[src/rtl/alarm_ringer.sv]
// rtl/alarm_ringer.sv - alarm ringer: fires on the alarm-time match, beeps, snoozes, times out.
// Outputs are decoded from registered state only, so reset clears them without a clock edge.
module alarm_ringer #(
  parameter int RING_TIMEOUT_S = 60,
  parameter int SNOOZE_S       = 300,
  parameter int MAX_SNOOZE     = 3
) (
  input  logic        clk,
  input  logic        reset,
  input  logic [19:0] cur_time,
  input  logic [19:0] alarm_time,
  input  logic        alarm_en,
  input  logic        sec_tick,
  input  logic        stop_btn,
  input  logic        snooze_btn,
  output logic        ringing,
  output logic        snoozing,
  output logic        buzzer,
  output logic [1:0]  snooze_left
);

  localparam int RW = $clog2(RING_TIMEOUT_S + 1);
  localparam int SW = $clog2(SNOOZE_S + 1);

  localparam logic [1:0] IDLE    = 2'd0;
  localparam logic [1:0] RINGING = 2'd1;
  localparam logic [1:0] SNOOZE  = 2'd2;

  localparam logic [RW-1:0] RING_LAST = RW'(RING_TIMEOUT_S - 1);
  localparam logic [RW-1:0] RING_SAT  = RW'(RING_TIMEOUT_S);
  localparam logic [SW-1:0] SNZ_LOAD  = SW'(SNOOZE_S);
  localparam logic [1:0]    SNZ_MAX   = 2'(MAX_SNOOZE);

  logic [1:0]    state;
  logic [RW-1:0] ring_cnt;
  logic [SW-1:0] snz_cnt;
  logic [1:0]    left_q;
  logic          buzz_phase;
  logic          match_q;
  logic          match;
  logic          trigger;

  assign match   = alarm_en && (cur_time == alarm_time);
  assign trigger = match && !match_q;

  always_ff @(posedge clk or posedge reset) begin
    if (reset) begin
      state      <= IDLE;
      ring_cnt   <= '0;
      snz_cnt    <= '0;
      left_q     <= 2'd0;
      buzz_phase <= 1'b0;
      // Starts high so a match present at reset release is not an edge.
      match_q    <= 1'b1;
    end else begin
      match_q <= match;
      if (!alarm_en) begin
        state <= IDLE;
      end else begin
        case (state)
          IDLE: begin
            if (trigger) begin
              state      <= RINGING;
              left_q     <= SNZ_MAX;
              ring_cnt   <= '0;
              buzz_phase <= 1'b1;
            end
          end
          RINGING: begin
            if (stop_btn) begin
              state <= IDLE;
            end else if (snooze_btn && left_q != 2'd0) begin
              state   <= SNOOZE;
              left_q  <= left_q - 2'd1;
              snz_cnt <= SNZ_LOAD;
            end else if (sec_tick) begin
              buzz_phase <= ~buzz_phase;
              if (ring_cnt >= RING_LAST) begin
                state    <= IDLE;
                ring_cnt <= RING_SAT;
              end else begin
                ring_cnt <= ring_cnt + RW'(1);
              end
            end
          end
          SNOOZE: begin
            if (stop_btn) begin
              state <= IDLE;
            end else if (sec_tick) begin
              if (snz_cnt <= SW'(1)) begin
                state      <= RINGING;
                snz_cnt    <= '0;
                ring_cnt   <= '0;
                buzz_phase <= 1'b1;
              end else begin
                snz_cnt <= snz_cnt - SW'(1);
              end
            end
          end
          default: state <= IDLE;
        endcase
      end
    end
  end

  assign ringing     = (state == RINGING);
  assign snoozing    = (state == SNOOZE);
  assign buzzer      = ringing && buzz_phase;
  assign snooze_left = left_q;

endmodule

[config.mk]
export PLATFORM = sky130hd
export DESIGN_NAME = alarm_ringer
export DESIGN_NICKNAME = d
export VERILOG_FILES = /design/src/rtl/alarm_ringer.sv
export SDC_FILE = /design/constraint.sdc
export NUM_CORES = 1
export LEC_CHECK = 0
export ABC_CLOCK_PERIOD_IN_PS = 1850
export BUFFER_PORTS_ARGS = -buffer_cell sky130_fd_sc_hd__buf_2
export CORE_UTILIZATION = 47
export CTS_BUF_LIST = sky130_fd_sc_hd__clkbuf_8
export DETAILED_ROUTE_END_ITERATION = 10
export PLACE_DENSITY = 0.89
export SYNTH_ARGS = -nofsm -noshare
export SYNTH_HDL_FRONTEND = slang
export SYNTH_SLANG_ARGS = --single-unit
[constraint.sdc]
create_clock -name clk -period 1.85 [get_ports clk]
set_input_delay 0.2775 -clock clk [delete_from_list [all_inputs] [get_ports clk]]
set_output_delay 0.2775 -clock clk [all_outputs]
set_load 0.005 [all_outputs]
==> results.toml <==
[pwr]
power_density_mw_per_mm2 = 425.3
peakVddDrop_v = 0.0002430
p_leak_nw = 1.009
p_total_w = 0.0008829

[finish]
layout.cells.most_common = "buf_2"
drive_gt1_share_pct = 37.50
final_cell_mix = "buf_2 (50), nand2_1 (22), buf_4 (22), dfrtp_1 (20), xnor2_1 (17)"
area_growth_syn_to_layout_pct = 36.21
nNetsFinal = 299
fin_cells = 292
final_cell_area_mm2 = 0.002076
antenna_cells = 0
num-fill-cells = 255

[run]
maxCapViolCount = 0

[cts]
htreeDepth = 1
clk_pin_slew_ns = 0.08
cts_buffer_depth = 2
cts_setup_buffers = 0
clk_latency_ns = 0.26
clock-sinks = 21
numCtsBuffers = 3
cts_root_buffer = "clkbuf_8"
cts_tree = "done"

[yosys]
synth_cells = 173
synthMuxAreaShare_pct = 1.396
synth_area_mm2 = 0.001524
yosysSeqAreaShare_pct = 34.56
synth-edff-count = 0
ys_async_sr_fraction_pct = 100.0
syn_nets = 223
yosysWarnings = 0
synthFlopType = "dfrtp_1"
synth_cell_types = 46
syn-mean-instance-area_um2 = 8.809
ys_ff_latch = 21
yosys.area_share.adder_pct = 3.284
synth_compound_area_share_pct = 20.85
synth_top_family_by_area = "simple AND/OR/NAND/NOR gates"
synth-simple-area-share_pct = 24.14
synth_xor_area_share_pct = 11.49

[floorplan]
num_rows = 20
die_w_um = 58.94
pin_count = 51
start_util_pct = 49.92
die_area_mm2 = 0.003474
core-area_mm2 = 0.003053
die_h_um = 58.94

[worst_hold_path]
hp-class = "in2async"

[place]
dp.cells = 288
gp_congestion = 0.8605
pre_cts_ws_ns = -0.1401
dpl-instance-area_mm2 = 0.001986
io_buffer_count = 50
dp_hpwl_um = 2911

[timing]
timing.final.ws_setup_ns = 0.05879
hold_viol_final = 0
slew_viol_final = 0
fmax_mhz = 558.3
fin_crit_ns = 1.791
finClkSkew_ns = 0.006045
slew_headroom_pct = 75.28
whs_ns = 0.03709
tightest_slew_ns = 0.3614
post-route-period-util_pct = 96.82
rsz0062_at_grt = "true"
setup_violations = 0

[setup_path]
required_ns = 2.00
worst-path-max-fanout = 7
worstPathArrival_ns = 1.94
critPathCaptureType = "flop"
worstSetupPathType = "reg2reg"
start_kind = "flop"

[routing]
drcViolationCount = 0
avgRoutedWirePerCell_um = 12.22
num_vias = 1551
viasPerCell = 5.312
antenna_left = 0
wl_um = 3567
drt_iter0_drc = 54
drt_pass1_iterations = 4

[grt]
grt_overflow = 0
grt_pass1_wl_um = 5802
grt_max_degree = 22
grt_pass1_vias = 1419
grtUsageTotal_pct = 21.81
grt_antenna_before_repair = 0

[status]
status = "finished clean"
[area by class of cell]
type	count	area [um^2]	area share (%)
multi-input combinational	137	972.2	46.84
sequential	21	526.8	25.38
timing repair buffer	73	426.7	20.55
tap	44	55.05	2.652
inverter	13	48.80	2.351
clock buffer	3	41.29	1.989
clock inverter	1	5.005	0.2411
[final timing paths]
| check | slack [ns] | depth (start not counted) | endpoint | from |
|---|---|---|---|---|
| max | 0.06 | 6 | ring_cnt[4] | snz_cnt[4] |
| min | 0.04 | 3 | state[0] | reset |
| max reg2reg | 0.06 | 6 | ring_cnt[4] | snz_cnt[4] |
| min reg2reg | 0.53 | 1 | ring_cnt[4] | ring_cnt[4] |
| max in group asynchronous | 1.54 | 3 | match_q | reset |
| min in group clk | 0.38 | 4 | state[1] | sec_tick |
[metrics by stage]
step           utilization, %  TNS (ns)
2_1_floorplan               -         0
3_3_place_gp            65.04   -0.2320
3_5_place_dp            65.04   -0.6929
4_1_cts                 67.34         0
5_1_grt                 67.99   -0.1615
6_report                67.99         0
[synthesized netlist by cell type, drive strengths merged, types with 2 or more instances]
cell | instances | area share [%]
inv | 13 | 3.2
nor3 | 4 | 2.1
nand3 | 7 | 2.3
xnor2 | 17 | 9.8
a21o | 3 | 1.5
o31ai | 2 | 0.98
dfrtp | 20 | 33
o21ai | 14 | 4.6
ha | 4 | 3.3
a31oi | 2 | 0.82
a22oi | 2 | 0.98
nor4 | 4 | 1.6
o31a | 2 | 1.1
o22a | 4 | 2.4
buf | 2 | 1.1
nand2b | 4 | 1.6
nor2b | 3 | 1.2
a21oi | 5 | 1.6
nand2 | 22 | 5.4
xor2 | 3 | 1.7
o311ai | 3 | 1.7
or3 | 3 | 1.2
nand4 | 5 | 2.1
nor2 | 10 | 3.1
[timing repair]
item	CTS	global route
hold buffers	0	0
pin swaps	0	4
resized for setup	6	5
setup endpoints to repair	5	6
[cells by family (layout without fill, tap and decap cells)]
family                   count (synthesis)  after routing
flip-flops                              21             21
XOR/XNOR                                20             20
AND/OR/NAND/NOR                         67             67
buffers and inverters                   15             90
adder cells (fa/ha/maj)                  4              4
AO/OA/AOI/OAI                           44             44
multiplexers                             2              2
[worst max-delay path, cell delays in order, from the launching register on]
cell and delay [ns]:
dfrtp_1 0.42, nor3_4 0.25, o2111ai_4 0.19, nor4b_4 0.25, nor2_2 0.08, or2_4 0.27
o22a_1 0.22
[report_power, final]
group / leakage, nW / switching, W / internal, W
logic: 0.709 / 0.0000556 / 0.0000707
registers: 0.274 / 0.00000000263 / 0.000459
clock network: 0.0255 / 0.000148 / 0.000150
[registers in the layout (all words and copies together) (netlist names)]
| name | count |
|---|---|
| buzz_phase | 1 |
| ring_cnt | 6 |
| snooze_left | 2 |
| state | 2 |
| match_q | 1 |
| snz_cnt | 9 |
[layer usage]
metal	wire length, um	vias up	GRT usage [%]
met2	1848	54	41.23
li1	-	773	-
met5	0	-	0
met4	40	0	6.463
met3	179	4	3.077
met1	1499	720	25.21
Note: power is estimated with default switching activity, not from simulation.
